--- src/rtl/rope_arbiter_if.sv ---
// Handshake bundle between the player/keyboard side, the rope mover and
// the rope arbiter. The arbiter connects through the slave modport.
interface rope_arbiter_if;
    logic        startOfFrame;
    logic [1:0]  fireReq;
    logic [10:0] player0X;
    logic [10:0] player1X;
    logic [10:0] ropeTopY;
    logic        ropeHitBall;
    logic        ropeActive;
    logic [10:0] ropeX;
    logic        ropeOwner;
    logic [1:0]  hitEvent;
    logic        busy;

    modport slave (
        input  startOfFrame, fireReq, player0X, player1X, ropeTopY, ropeHitBall,
        output ropeActive, ropeX, ropeOwner, hitEvent, busy
    );

    modport master (
        output startOfFrame, fireReq, player0X, player1X, ropeTopY, ropeHitBall,
        input  ropeActive, ropeX, ropeOwner, hitEvent, busy
    );
endinterface

--- src/rtl/rope_arbiter.sv ---
// Rope arbiter: turns fire presses from two players into single rope shots,
// latches column/owner at grant, ends a shot on hit, ceiling or timeout and
// holds the rope inactive for a frame-counted cooldown between shots.
//
// state    | meaning
// IDLE     | no shot; grants the next clk when a request is pending
// ACTIVE   | rope travelling; exits on hit, ceiling or timeout
// COOLDOWN | rope held inactive so the mover returns to the floor
module rope_arbiter #(
    parameter int COOLDOWN_FRAMES = 4,
    parameter int TIMEOUT_FRAMES  = 90
) (
    input logic           clk,
    input logic           reset,
    rope_arbiter_if.slave bus
);
    typedef enum logic [1:0] {
        IDLE     = 2'd0,
        ACTIVE   = 2'd1,
        COOLDOWN = 2'd2
    } state_t;

    localparam logic [7:0] TIMEOUT_LAST  = 8'(TIMEOUT_FRAMES - 1);
    localparam logic [7:0] COOLDOWN_LAST = 8'(COOLDOWN_FRAMES - 1);

    state_t      state_q, state_d;
    logic [1:0]  pending_q, pending_d;
    logic        last_owner_q, last_owner_d;
    logic [7:0]  frame_cnt_q, frame_cnt_d;
    logic [1:0]  fire_prev_q, fire_prev_d;
    logic        active_q, active_d;
    logic [10:0] rope_x_q, rope_x_d;
    logic        owner_q, owner_d;
    logic [1:0]  hit_q, hit_d;

    logic [1:0]  fire_rise;
    logic        grantee;
    logic [1:0]  grant_mask;
    logic [7:0]  frame_inc;

    assign fire_rise  = bus.fireReq & ~fire_prev_q;
    // With both players waiting, the one who did not shoot last goes first.
    assign grantee    = (pending_q == 2'b11) ? ~last_owner_q : pending_q[1];
    assign grant_mask = grantee ? 2'b10 : 2'b01;
    assign frame_inc  = (frame_cnt_q == 8'hFF) ? frame_cnt_q : frame_cnt_q + 8'd1;

    // Next-state and next-output computation for the shot sequencer.
    always_comb begin
        state_d      = state_q;
        pending_d    = pending_q;
        last_owner_d = last_owner_q;
        frame_cnt_d  = frame_cnt_q;
        fire_prev_d  = bus.fireReq;
        active_d     = active_q;
        rope_x_d     = rope_x_q;
        owner_d      = owner_q;
        hit_d        = 2'b00;

        case (state_q)
            IDLE: begin
                if (pending_q != 2'b00) begin
                    pending_d    = (pending_q & ~grant_mask) | fire_rise;
                    owner_d      = grantee;
                    last_owner_d = grantee;
                    rope_x_d     = grantee ? bus.player1X : bus.player0X;
                    frame_cnt_d  = 8'd0;
                    active_d     = 1'b1;
                    state_d      = ACTIVE;
                end else begin
                    pending_d = pending_q | fire_rise;
                end
            end
            ACTIVE: begin
                // Presses during a shot are dropped; pending is left untouched.
                if (bus.ropeHitBall) begin
                    hit_d       = owner_q ? 2'b10 : 2'b01;
                    active_d    = 1'b0;
                    frame_cnt_d = 8'd0;
                    state_d     = COOLDOWN;
                end else if (bus.startOfFrame) begin
                    if ((bus.ropeTopY == 11'd0) || (frame_cnt_q == TIMEOUT_LAST)) begin
                        active_d    = 1'b0;
                        frame_cnt_d = 8'd0;
                        state_d     = COOLDOWN;
                    end else begin
                        frame_cnt_d = frame_inc;
                    end
                end
            end
            COOLDOWN: begin
                pending_d = pending_q | fire_rise;
                if (bus.startOfFrame) begin
                    if (frame_cnt_q == COOLDOWN_LAST) begin
                        frame_cnt_d = 8'd0;
                        state_d     = IDLE;
                    end else begin
                        frame_cnt_d = frame_inc;
                    end
                end
            end
            default: begin
                active_d    = 1'b0;
                frame_cnt_d = 8'd0;
                state_d     = IDLE;
            end
        endcase
    end

    // State and registered outputs; reset clears everything immediately.
    always_ff @(posedge clk or posedge reset) begin
        if (reset) begin
            state_q      <= IDLE;
            pending_q    <= 2'b00;
            last_owner_q <= 1'b1;
            frame_cnt_q  <= 8'd0;
            fire_prev_q  <= 2'b00;
            active_q     <= 1'b0;
            rope_x_q     <= 11'd0;
            owner_q      <= 1'b0;
            hit_q        <= 2'b00;
        end else begin
            state_q      <= state_d;
            pending_q    <= pending_d;
            last_owner_q <= last_owner_d;
            frame_cnt_q  <= frame_cnt_d;
            fire_prev_q  <= fire_prev_d;
            active_q     <= active_d;
            rope_x_q     <= rope_x_d;
            owner_q      <= owner_d;
            hit_q        <= hit_d;
        end
    end

    assign bus.ropeActive = active_q;
    assign bus.ropeX      = rope_x_q;
    assign bus.ropeOwner  = owner_q;
    assign bus.hitEvent   = hit_q;
    assign bus.busy       = (state_q != IDLE);
endmodule

--- src/flat_wrapper.sv ---
// flat-port wrapper written by rule: the top's interface ports become plain ports
module rope_arbiter_flat 
#(
    parameter int COOLDOWN_FRAMES = 4,
    parameter int TIMEOUT_FRAMES  = 90
)
  (clk, reset, bus_startOfFrame, bus_fireReq, bus_player0X, bus_player1X, bus_ropeTopY, bus_ropeHitBall, bus_ropeActive, bus_ropeX, bus_ropeOwner, bus_hitEvent, bus_busy);
  rope_arbiter_if bus_i ();
  input logic clk;
  input logic reset;
  input wire logic [$bits(bus_i.startOfFrame)-1:0] bus_startOfFrame;
  input wire logic [$bits(bus_i.fireReq)-1:0] bus_fireReq;
  input wire logic [$bits(bus_i.player0X)-1:0] bus_player0X;
  input wire logic [$bits(bus_i.player1X)-1:0] bus_player1X;
  input wire logic [$bits(bus_i.ropeTopY)-1:0] bus_ropeTopY;
  input wire logic [$bits(bus_i.ropeHitBall)-1:0] bus_ropeHitBall;
  output wire logic [$bits(bus_i.ropeActive)-1:0] bus_ropeActive;
  output wire logic [$bits(bus_i.ropeX)-1:0] bus_ropeX;
  output wire logic [$bits(bus_i.ropeOwner)-1:0] bus_ropeOwner;
  output wire logic [$bits(bus_i.hitEvent)-1:0] bus_hitEvent;
  output wire logic [$bits(bus_i.busy)-1:0] bus_busy;
  assign bus_i.startOfFrame = bus_startOfFrame;
  assign bus_i.fireReq = bus_fireReq;
  assign bus_i.player0X = bus_player0X;
  assign bus_i.player1X = bus_player1X;
  assign bus_i.ropeTopY = bus_ropeTopY;
  assign bus_i.ropeHitBall = bus_ropeHitBall;
  assign bus_ropeActive = bus_i.ropeActive;
  assign bus_ropeX = bus_i.ropeX;
  assign bus_ropeOwner = bus_i.ropeOwner;
  assign bus_hitEvent = bus_i.hitEvent;
  assign bus_busy = bus_i.busy;
  rope_arbiter #(.COOLDOWN_FRAMES(COOLDOWN_FRAMES), .TIMEOUT_FRAMES(TIMEOUT_FRAMES)) u_core (.clk(clk), .reset(reset), .bus(bus_i));
endmodule
--- config.mk ---
export PLATFORM = sky130hd
export DESIGN_NAME = rope_arbiter_flat
export DESIGN_NICKNAME = d
export VERILOG_FILES = /design/src/rtl/rope_arbiter_if.sv /design/src/rtl/rope_arbiter.sv /design/src/flat_wrapper.sv
export SDC_FILE = /design/constraint.sdc
export NUM_CORES = 1
export LEC_CHECK = 0
export CORE_UTILIZATION = 40
export DETAILED_ROUTE_END_ITERATION = 8
export GPL_TIMING_DRIVEN = 0
export PLACE_DENSITY = 0.86
export SLEW_MARGIN = 30
export SYNTH_ARGS = -nofsm -noshare
export SYNTH_HDL_FRONTEND = slang
export SYNTH_SLANG_ARGS = --single-unit
--- constraint.sdc ---
create_clock -name clk -period 1.7 [get_ports clk]
set_clock_uncertainty 0.1 [all_clocks]
set_input_delay 0.34 -clock clk [delete_from_list [all_inputs] [get_ports clk]]
set_output_delay 0.34 -clock clk [all_outputs]
set_load 0.05 [all_outputs]
After elaboration in Yosys (flattened, before gate mapping)
Cells that the tools add are included.

word-level totals
  RAM bits = 0
  ROM bits = 0
  memories = 0
  word-level logic and storage cells = 67
  bits in latches = 0
  output and inout port bits = 16
  input port bits = 39
  flip-flop bits (word level) = 30

operators by class
  $mul = 0
  shift-type cells = 0
  reductions and logical operators = 10
  order comparisons = 0
  add/sub/neg operators = 1
  mux-type cells = 28
  div/mod/pow operators = 0
  equal/unequal tests = 11
  bitwise gates (word level) = 8

operators by type and width
  operator             count
  $mux 8               7
  $pmux 8 s3           1
  $mux 2               11
  $logic_not 11->1     1
  $mux 11              1
  $add 8x1->8 const B  1
  $eq 8x2->1 const B   1
  $eq 8x7->1 const B   1
  $eq 8x8->1 const B   1
  $pmux 2 s3           1
  $reduce_bool 2->1    3
  $mux 1               5
  $reduce_and 5->1     1
  $and 2x2->2          2
  $eq 2x2->1 const B   2
  $ne 2x1->1 const B   2
  $not 2->2            2
  $or 2x2->2           2
  $pmux 2 s2           1
  $reduce_and 4->1     1
  $ne 3x2->1 const B   1
  $ne 3x3->1 const B   1
  $pmux 1 s3           1
  $reduce_and 3->1     1
  other kinds (6)      7

Longest topological paths before layout
Gate-level depths: netlist (run 1).

  depth after elaboration = 8
  depth in mapped cells = 7
  gate-level depth less buffers = 7

Worst setup path after synthesis (run 1)
OpenSTA, ideal clock, no wires.

  path type = reg-to-reg
  start point = register u_core.frame_cnt_q[0]
  end point = register u_core.frame_cnt_q[0]
  cell stages (with the launch flop) = 7
  data required time = 1.475 ns
  arrival time = 1.580 ns
  path buffers = 0
  clock period less this slack = 1.804 ns
  setup slack = -0.104 ns
  library setup time = 0.125 ns
  path through = dfrtp_1 > ha_1 > or4b_1 > o21ai_0 > o2111a_2 > o21bai_4 > nor2_1

on the way
  word-level cells in the longest chain between the ends = 6
  elaborated cells between the ends (all ways) = 12
  those cells by class = 1 x add/sub; 3 x eq/ne; 7 x mux; 1 x reduce/logical

RTL lines
  item                                        line                                    source
  start: declaration                          rope_arbiter.sv:29                      logic [7:0] frame_cnt_q, frame_cnt_d;
  start signal: assignment                    rope_arbiter.sv:125                     frame_cnt_q <= frame_cnt_d;
  $add 8x1->8 (tied with other cells)         rope_arbiter.sv:45                      assign frame_inc = (frame_cnt_q == 8'hFF) ? frame_cnt_q : frame_cnt_q + 8'd1;
  $mux 8 or $logic_or 1x1->1 (tied branches)  rope_arbiter.sv:45, rope_arbiter.sv:81
  $mux 8                                      rope_arbiter.sv:81                      if ((bus.ropeTopY == 11'd0) || (frame_cnt_q == TIMEOUT_LAST)) begin
  $mux 8                                      rope_arbiter.sv:80                      end else if (bus.startOfFrame) begin
  $mux 8                                      rope_arbiter.sv:75                      if (bus.ropeHitBall) begin
  $pmux 8 s3 *                                rope_arbiter.sv:59                      case (state_q)

Every way passes the cells marked *; elsewhere a longest branch is shown, timed or not. The select of a mux whose other input is x is not followed.
A chain may end at the register's enable or synchronous reset.

Final worst setup path (run 1)
  start point = register u_core.state_q[0]
  end point = output port bus_busy

on the way
  word-level cells in the longest chain between the ends = 1

RTL lines
  item                      line                 source
  start: declaration        rope_arbiter.sv:26   state_t state_q, state_d;
  start signal: assignment  rope_arbiter.sv:122  state_q <= state_d;
  $reduce_bool 2->1         rope_arbiter.sv:138  assign bus.busy = (state_q != IDLE);
  end: declaration          flat_wrapper.sv:21   output wire logic [$bits(bus_i.busy)-1:0] bus_busy;

No other way between the ends.

==> flow_metrics.env, run 1 <==
export IMPL_use_met3_pct=5.63
export IMPL_syn_avg_cell_area_um2=9.85
export IMPL_nets=273
export IMPL_p_int_mw=2.15
export IMPL_netlist_area_um2=1570
export IMPL_wl_per_cell_um=13.5
export IMPL_max_freq_ghz=0.543
export IMPL_cp_start_kind="flip-flop"
export IMPL_clk_pin_slew_ns=0.07
export IMPL_start_util_pct=42.2
export IMPL_critical_path_arrival_ns=1.40
export IMPL_grt_pass1_vias=1502
export IMPL_cts_root_buf="clkbuf_8"
export IMPL_finalNonFillerCells=277
export IMPL_gp_congestion=0.721
export IMPL_drv_cap=0
export IMPL_violations="setup timing"
export IMPL_diodes=0
export IMPL_num_vias=1431
export IMPL_numClockSinks=30
export IMPL_total_power_mw=4.04
export IMPL_drc=0
export IMPL_wl_um=3750
export IMPL_synth_warnings=0
export IMPL_synthTopCellsByCount="29 x dfrtp_1, 24 x nand2_1, 16 x o21ai_0"
export IMPL_fp_dieH_um=64.6
export IMPL_synth_async_reset_ratio_pct=100
export IMPL_ys_seq_area_share_pct=48.0
export IMPL_synth_fp_nets=204
export IMPL_p_leak_nw=1.06
export IMPL_numPortBuffers=54
export IMPL_antenna_found_initial=0
export IMPL_seq_power_share_pct=27.6
export IMPL_clock_latency_ns=0.28
export IMPL_cts_buffers=5
export IMPL_dp_cells=261
export IMPL_grt_busiest_layer="met2"
export IMPL_boundaryPins=55
export IMPL_hold_viol=0
export IMPL_grt_pass1_wl_um=6430
export IMPL_ys_flop_type="dfrtp_1"
export IMPL_hold_buffers=0
export IMPL_synth_area_top_cells="dfrtp_1 46%, mux2i_1 8.9%, nand2_1 5.8%"
export IMPL_irDropWorstVdd_uv=812
export IMPL_grt_max_degree=31
export IMPL_min_path_type="primary input to async pin"
export IMPL_worst_pin_slew_ns=0.613
export IMPL_status="finished with violations"
export IMPL_grt_use_met2_pct=34.2
export IMPL_grt_ovfl_total=0
export IMPL_viasPerCell=5.17
export IMPL_fin_ws_ns=-0.142
export IMPL_rsz0062_at_grt="true"
export IMPL_yosysTopAreaCell="dfrtp_1"
export IMPL_clockPowerShare_pct=14.4
export IMPL_crit_type="flip-flop to output port"
export IMPL_dieArea_um2=4170
export IMPL_ant_nets=0
export IMPL_final_min_clock_period_ns=1.84
export IMPL_swShare_pct=46.7
export IMPL_setup_viol=11
export IMPL_dpl_worst_slack_ns=-0.387
export IMPL_crit_required_ns=1.26
export IMPL_fp_row_count=22
export IMPL_synth_seq_cells=30
export IMPL_power_density_nw_per_um2=1700
export IMPL_synth_top_cell_area_share_pct=46.3
export IMPL_dr_pass1_iters=4
export IMPL_syn_instance_count=159
export IMPL_area_growth_pct=51.8
export IMPL_drive_gt1_share_pct=21.4
export IMPL_yosysMostFrequentCell="dfrtp_1"
export IMPL_cts_tree="yes"
export IMPL_cp_max_fo=8
export IMPL_reg2reg_depth=6
export IMPL_htreeDepth=2
export IMPL_power_frac_comb_pct=58.0
export IMPL_whs_ns=0.355
export IMPL_groute_layer_met1_usage_pct=23.6
export IMPL_power_switching_mw=1.89
export IMPL_timing_final_crit_share_pct=108
export IMPL_report_final_slew_viol_count=0
export IMPL_yosys_cell_types_count=36
export IMPL_cp_end_kind="output port"
export IMPL_hpwl_um=2620
export IMPL_slew_headroom_pct=59.1
export IMPL_drt_iter0_drc=52
export IMPL_synth_edf_count=0
export IMPL_core_area_um2=3720
export IMPL_clk_path_buf_depth=2
export IMPL_grt_use_total_pct=19.9
export IMPL_die_x_um=64.6
-- cell families after synthesis --
| kind of cell | Yosys count | synth area share, % |
|---|---|---|
| adder cells (fa/ha/maj) | 6 | 4.79 |
| AND/OR/NAND/NOR | 62 | 20.0 |
| buffers and inverters | 12 | 2.95 |
| multiplexers | 14 | 8.95 |
| flip-flops | 30 | 48.0 |
| AO/OA/AOI/OAI | 34 | 14.8 |
| XOR/XNOR | 1 | 0.559 |
-- through the flow --
step                      area [µm²]  TNS [ns]  utilization (%)
after floorplan                 1570    -0.551                -
after global placement          2170     -6.85             58.5
after detailed placement        2170     -4.31             58.5
after CTS                       2350     -1.04             63.3
after global routing            2380     -2.74             64.0
final                           2380     -1.12             64.0
-- timing repair --
item,CTS,global route
setup endpoints to repair,38,24
setup buffers,8,1
gates resized for setup,31,14
pin swaps,5,2
endpoints found under the hold margin,0,0
-- final cells by class --
class / count / area, µm²
Timing Repair Buffer: 63 / 588
Clock buffer: 7 / 86.3
Inverter: 8 / 30.0
Fill cell: 318 / 1340
Buffer: 3 / 21.3
Multi-Input combinational cell: 117 / 835
Sequential cell: 30 / 753
Clock inverter: 1 / 5.00
Tap cell: 48 / 60.1
-- path summary, 6_finish.rpt --
path	startpoint	to	slack, ns
setup / recovery	u_core.state_q[0]	bus_busy	-0.14
hold / removal	reset	u_core.frame_cnt_q[5]	0.36
setup reg to reg	u_core.frame_cnt_q[1]	u_core.frame_cnt_q[2]	-0.13
hold reg to reg	u_core.bus.ropeOwner	u_core.bus.hitEvent[0]	0.37
max in group asynchronous	reset	u_core.frame_cnt_q[2]	0.70
min in group clk	u_core.bus.ropeOwner	u_core.bus.hitEvent[0]	0.37
-- worst max-delay path: stages (launching register included) --
cell and delay (ns):
dfrtp_1 0.40, inv_1 0.13, ha_2 0.29, inv_1 0.09, buf_2 0.22
-- placed cells by master (no fill, tap or decap), types with 2 or more instances in the layout --
cell type,instances
nor2_1,10
dlygate4sd2_1,15
a21oi_1,3
dfrtp_1,28
and3_2,3
nand2_2,3
nor3_1,4
ha_1,2
and3_1,2
ha_2,3
buf_6,2
o21ai_0,12
and2_1,2
inv_2,2
o21ai_2,2
nand4_1,3
nor4_1,2
clkbuf_2,2
buf_4,8
o21ai_1,3
a211oi_2,3
or2_2,2
nand2_1,21
a31oi_1,3
mux2i_1,14
inv_1,6
o21bai_4,2
nand3_1,2
clkdlybuf4s50_1,38
clkbuf_8,6
-- routing by layer --
metal  share of wire [%]  routed length (µm)
met1                  42                1590
met2                  51                1930
met3                 4.5                 167
met4                 1.7                  63
met5                   0                   0
-- state kept, by name, indices dropped and copies added (netlist names) --
register,count
u_core.state_q,2
u_core.pending_q,2
u_core.bus.ropeOwner,1
u_core.bus.ropeX,11
u_core.bus.hitEvent,2
u_core.last_owner_q,1
u_core.bus.ropeActive,1
u_core.frame_cnt_q,8
u_core.fire_prev_q,2
-- power groups by stage --
stage / clock network [mW] / registers [mW] / logic (mW)
final: 0.581 / 1.11 / 2.34
after global placement: 0 / 1.12 / 2.18
after global routing: 0.625 / 1.15 / 2.55
after detailed placement: 0 / 1.13 / 2.22
after CTS: 0.595 / 1.11 / 2.29
after floorplan: 0 / 1.67 / 0.999
Power figures use the tool's default switching activity.
==> inputs of run 2 (changes only) <==
--- a/config.mk
+++ b/config.mk
@@ -5,10 +5,11 @@
 export SDC_FILE = /design/constraint.sdc
 export NUM_CORES = 1
 export LEC_CHECK = 0
-export CORE_UTILIZATION = 40
+export CORE_UTILIZATION = 30
 export DETAILED_ROUTE_END_ITERATION = 8
 export GPL_TIMING_DRIVEN = 0
-export PLACE_DENSITY = 0.86
+export PLACE_DENSITY = 0.7
+export SKIP_LAST_GASP = 1
 export SLEW_MARGIN = 30
 export SYNTH_ARGS = -nofsm -noshare
 export SYNTH_HDL_FRONTEND = slang
==> run 2 against run 1 <==
  * The flow still finishes with violations (setup timing)
  * Setup slack better by 0.021 ns
  * Non-clock buffer count is 1 lower
  * Clock power is 8.3% lower
  * Critical path depth is 2 higher
  * Hold slack better by 0.0062 ns
  * Final area is 0.58% lower
  * Die area is 32% higher
  * Sequential cell count stayed put
  * Count of clock-buffer cells in the layout stayed put
  * Via count is 0.70% lower
  * Sequential share of layout area is 0.13 points higher
  * Highest routed layer unchanged
==> flow_metrics.env, run 2 (synthesis gave the netlist of run 1 again) <==
export IMPL_irDropWorstVdd_uv=607
export IMPL_status="finished with violations"
export IMPL_layout_common_cells="38 x clkdlybuf4s50_1, 29 x dfrtp_1, 21 x nand2_1"
export IMPL_grt_use_total_pct=14.9
export IMPL_power_density_nw_per_um2=1680
export IMPL_clock_latency_ns=0.27
export IMPL_clk_path_buf_depth=2
export IMPL_numPortBuffers=54
export IMPL_postLayoutCellArea_um2=2360
export IMPL_r2r_start="u_core.frame_cnt_q[1]"
export IMPL_hold_viol=0
export IMPL_cts_buffers=5
export IMPL_drc=0
export IMPL_cts_tree="yes"
export IMPL_wl_per_cell_um=13.1
export IMPL_p_leak_nw=1.04
export IMPL_crit_required_ns=1.75
export IMPL_r2r_end="u_core.frame_cnt_q[4]"
export IMPL_min_path_type="primary input to async pin"
export IMPL_violations="setup timing"
export IMPL_timing_final_crit_share_pct=107
export IMPL_drive_gt1_share_pct=19.4
export IMPL_final_util_pct=48.5
export IMPL_cp_max_fo=8
export IMPL_num_vias=1421
export IMPL_cp_end_kind="flip-flop"
export IMPL_rsz0062_at_grt="true"
export IMPL_viasPerCell=4.83
export IMPL_htreeDepth=2
export IMPL_area_growth_pct=51.0
export IMPL_grt_max_degree=31
export IMPL_final_min_clock_period_ns=1.82
export IMPL_grt_pass1_vias=1427
export IMPL_worst_pin_slew_ns=0.627
export IMPL_critical_path_arrival_ns=1.87
export IMPL_drt_iter0_drc=96
export IMPL_fp_row_count=25
export IMPL_core_area_um2=4880
export IMPL_setup_viol=10
export IMPL_diodes=0
export IMPL_dieArea_um2=5510
export IMPL_layout_commonest_cell="clkdlybuf4s50_1"
export IMPL_reg2reg_depth=6
export IMPL_hpwl_um=2720
export IMPL_ant_nets=0
export IMPL_boundaryPins=55
export IMPL_crit_type="flip-flop to flip-flop"
export IMPL_total_power_mw=3.97
export IMPL_slew_headroom_pct=58.1
export IMPL_drv_cap=0
export IMPL_antenna_found_initial=0
export IMPL_grt_ovfl_total=0
export IMPL_report_final_slew_viol_count=0
export IMPL_wl_um=3850
export IMPL_postPlaceCellArea_um2=2200
export IMPL_clk_pin_slew_ns=0.06
export IMPL_die_x_um=74.3
export IMPL_dr_pass1_iters=4
export IMPL_cp_start_kind="flip-flop"
export IMPL_cts_root_buf="clkbuf_8"
export IMPL_max_freq_ghz=0.549
export IMPL_nFillCells=471
export IMPL_fp_dieH_um=74.3
export IMPL_gp_congestion=0.820
export IMPL_start_util_pct=32.1
export IMPL_grt_pass1_wl_um=6200
export IMPL_largest_reg_flops=11
export IMPL_nets=272
export IMPL_regToRegSetupSlack_ns=-0.12
export IMPL_numClockSinks=30
export IMPL_fin_ws_ns=-0.120
run 2: cell count changes in the layout (fill, tap and decap cells not counted):
| cell | previous run | this run |
|---|---|---|
| buf_2 | 1 | 3 |
| clkbuf_2 | 2 | 0 |
| a21oi_1 | 3 | 4 |
| a21oi_2 | 1 | 0 |
| buf_4 | 8 | 7 |
| clkbuf_1 | 1 | 2 |
| clkbuf_8 | 6 | 5 |
| clkinv_2 | 1 | 0 |
| dfrtp_1 | 28 | 29 |
| dfrtp_2 | 1 | 0 |
| ha_2 | 3 | 4 |
| ha_4 | 1 | 0 |
run 2: routing by layer:
| metal | vias to the layer above | share of wire [%] | track usage, % |
|---|---|---|---|
| li1 | 691 | - | - |
| met1 | 701 | 43 | 17.1 |
| met2 | 27 | 53 | 26.6 |
| met3 | 2 | 3.7 | 4.34 |
| met4 | 0 | 0.29 | 4.82 |
| met5 | - | 0 | 0 |
run 2: how the worst max path moves through the flow:
stage / startpoint / to / slack [ns] / depth (start not counted)
after floorplan: u_core.frame_cnt_q[0] / u_core.frame_cnt_q[0] / -0.07 / 6
after global placement: bus_ropeHitBall / u_core.frame_cnt_q[5] / -0.37 / 6
after detailed placement: bus_ropeHitBall / u_core.frame_cnt_q[5] / -0.38 / 6
after CTS: u_core.state_q[0] / bus_busy / -0.20 / 4
after global routing: u_core.frame_cnt_q[1] / u_core.frame_cnt_q[2] / -0.19 / 6
final: u_core.frame_cnt_q[1] / u_core.frame_cnt_q[4] / -0.12 / 6
run 2: per-stage QoR:
step | hold WS [ns] | cells | setup WS [ns] | setup TNS (ns)
4_1_cts | 0.379 | 293 | -0.197 | -0.960
2_1_floorplan | 0.271 | 159 | -0.0702 | -0.551
6_report | 0.361 | 294 | -0.120 | -0.927
3_5_place_dp | 0.370 | 280 | -0.378 | -3.90
3_3_place_gp | 0.363 | 280 | -0.373 | -8.36
5_1_grt | 0.398 | 294 | -0.194 | -1.76
run 2: area by class of cell:
class	count	area (µm²)	area share, %
clock buffer	7	76.3	3.23
timing repair buffer	62	581	24.6
multi-input combinational	117	821	34.7
tap	67	83.8	3.54
sequential	30	752	31.8
inverter	8	30.0	1.27
buffer	3	21.3	0.899
run 2: repair_timing:
| item | in CTS | in global routing |
|---|---|---|
| pin swaps | 9 | 4 |
| buffers inserted | 6 | 2 |
| hold buffers | 0 | 0 |
| resized for setup | 29 | 14 |
| hold endpoints to repair | 0 | 0 |
| endpoints found under the setup margin | 37 | 23 |
run 2: critical path, cell delays in order, from the launching register on:
cell and delay [ns]:
dfrtp_1 0.36, ha_2 0.20, or4b_1 0.43, o21ai_1 0.12, o2111a_2 0.21, o21bai_4 0.19
nor2_1 0.09
run 2: power by group:
group / switching, mW / internal, mW / total, mW
Combinational: 1.48 / 0.849 / 2.33
Clock: 0.252 / 0.281 / 0.533
Sequential: 0.138 / 0.968 / 1.11
==> inputs of run 3 (changes only) <==
--- a/config.mk
+++ b/config.mk
@@ -8,6 +8,7 @@
 export CORE_UTILIZATION = 30
 export DETAILED_ROUTE_END_ITERATION = 8
 export GPL_TIMING_DRIVEN = 0
+export HOLD_SLACK_MARGIN = 0.15
 export PLACE_DENSITY = 0.7
 export SKIP_LAST_GASP = 1
 export SLEW_MARGIN = 30
==> results of run 3 <==
Same layout as run 2: the final DEF is identical, and so are final timing and power.
==> RTL change, RTL diff (flow settings as in run 3) <==
Encoding of `state_t`: now one-hot (3 bits for 3 states).
--- a/src/rtl/rope_arbiter.sv
+++ b/src/rtl/rope_arbiter.sv
@@ -14,10 +14,10 @@
     input logic           reset,
     rope_arbiter_if.slave bus
 );
-    typedef enum logic [1:0] {
-        IDLE     = 2'd0,
-        ACTIVE   = 2'd1,
-        COOLDOWN = 2'd2
+    typedef enum logic [2:0] {
+        IDLE     = 3'b001,
+        ACTIVE   = 3'b010,
+        COOLDOWN = 3'b100
     } state_t;
 
     localparam logic [7:0] TIMEOUT_LAST  = 8'(TIMEOUT_FRAMES - 1);
Function: same outputs for any inputs over 10 cycles, from zero or initial values and one cycle with reset high; not proved beyond that.
==> RTL change against run 3 <==
  * The run still ends with negative setup slack left
  * Sequential cell count rose by 1
  * Worst setup slack got worse by 0.078 ns
  * Final cell count rose by 4.8%
  * Total power rose by 8.2%
  * Synthesized area rose by 4.5%
  * Final area rose by 5.4%
  * Global-route usage rose by 1.3 points
  * Via count rose by 8.1%
  * Routed wire length rose by 13%
  * Non-clock buffer count rose by 3
  * Critical path type unchanged
==> RTL change: results (changes against run 3) <==
status complete, but fails checks; failing checks negative setup slack; final setup margin -0.198 ns (-0.0776 ns); DR WL met2 2140 um (+5.4%); sequential area share after synthesis 47.6% (-0.45 points); met3 wire length 170 um (+18%); # fillers 497 (+5.5%); vias per std cell 4.99 (+3.2%); Leak 1.05 nW (+0.74%); Placed Cells 295 (+5.4%); Place WS -0.660 ns (-0.282 ns); detailed placement HPWL 2950 um (+8.3%); Hold Worst Slack 0.358 ns (-0.00300 ns); DRT met1 WL 1950 um (+17%); CP max FO 5 (-3); RR Endpoint u_core.frame_cnt_q[0]; worst r2r src u_core.state_q[2]; final setup vio count 12 (+2); Synth top cells by count 29 x dfrtp_1, 26 x nor2_1, 20 x a21oi_1; Register Area 779 um^2 (+3.7%); largest net degree at the start of global routing 32 (+3.2%); Worst Path Arrival 2.01 ns (+0.14 ns); Area after DPL 2280 um^2 (+3.9%); global-route wire length before repair 6910 um (+11%); Total Wirelength 4330 um (+13%); R2R depth 7 (+1)
==> RTL change: changes by cell type after synthesis, sizes merged, moves of 3 or more <==
cell    before  now
a21oi        4   20
buf          1    5
ha           6    2
inv          8    5
mux2i       14   11
nand2       24    9
nand2b       0    3
nand3        3    8
nor2        10   26
o21ai       17    5
==> RTL change: cell families (layout without fill, tap and decap cells) <==
kind of cell / Yosys count / in the layout / share of synthesized area (%)
buf+inv: 14 / 81 / 4.51
xor+xnor: 5 / 5 / 2.68
simple gates: 66 / 66 / 20.4
flops: 31 / 31 / 47.6
mux: 11 / 11 / 6.73
fa+ha+maj: 2 / 2 / 1.53
compound gates: 42 / 42 / 16.6
==> RTL change: worst max-delay path, delay by kind of cell, from the launching register on <==
family,cells,cell delay (ns)
buffers and inverters,2,0.26
AO/OA/AOI/OAI,1,0.34
XOR/XNOR,1,0.12
flip-flops,1,0.37
AND/OR/NAND/NOR,3,0.63
==> RTL change: repair_timing <==
action | 4_1_cts | 5_1_grt
pin swaps | 8 | 8
hold endpoints to repair | 0 | 0
gates resized for setup | 34 | 17
setup buffers | 5 | 3
endpoints found under the setup margin | 40 | 25
==> RTL change: power by group through the flow <==
stage	clock, mW	combinational [mW]	sequential, mW
5_1_grt	0.633	2.76	1.17
3_3_place_gp	0	2.37	1.14
6_report	0.601	2.56	1.14
3_5_place_dp	0	2.40	1.15
2_1_floorplan	0	1.21	1.64
4_1_cts	0.614	2.45	1.14
==> RTL change: layout make-up <==
type | instances | area share (%)
plain buffers | 6 | 2.16
clock buffers | 7 | 3.46
clock inverters | 1 | 0.201
inverters | 5 | 0.753
multi-input cells | 126 | 35.2
flip-flops and latches | 31 | 31.3
well taps | 70 | 3.51
repair buffers | 62 | 23.5
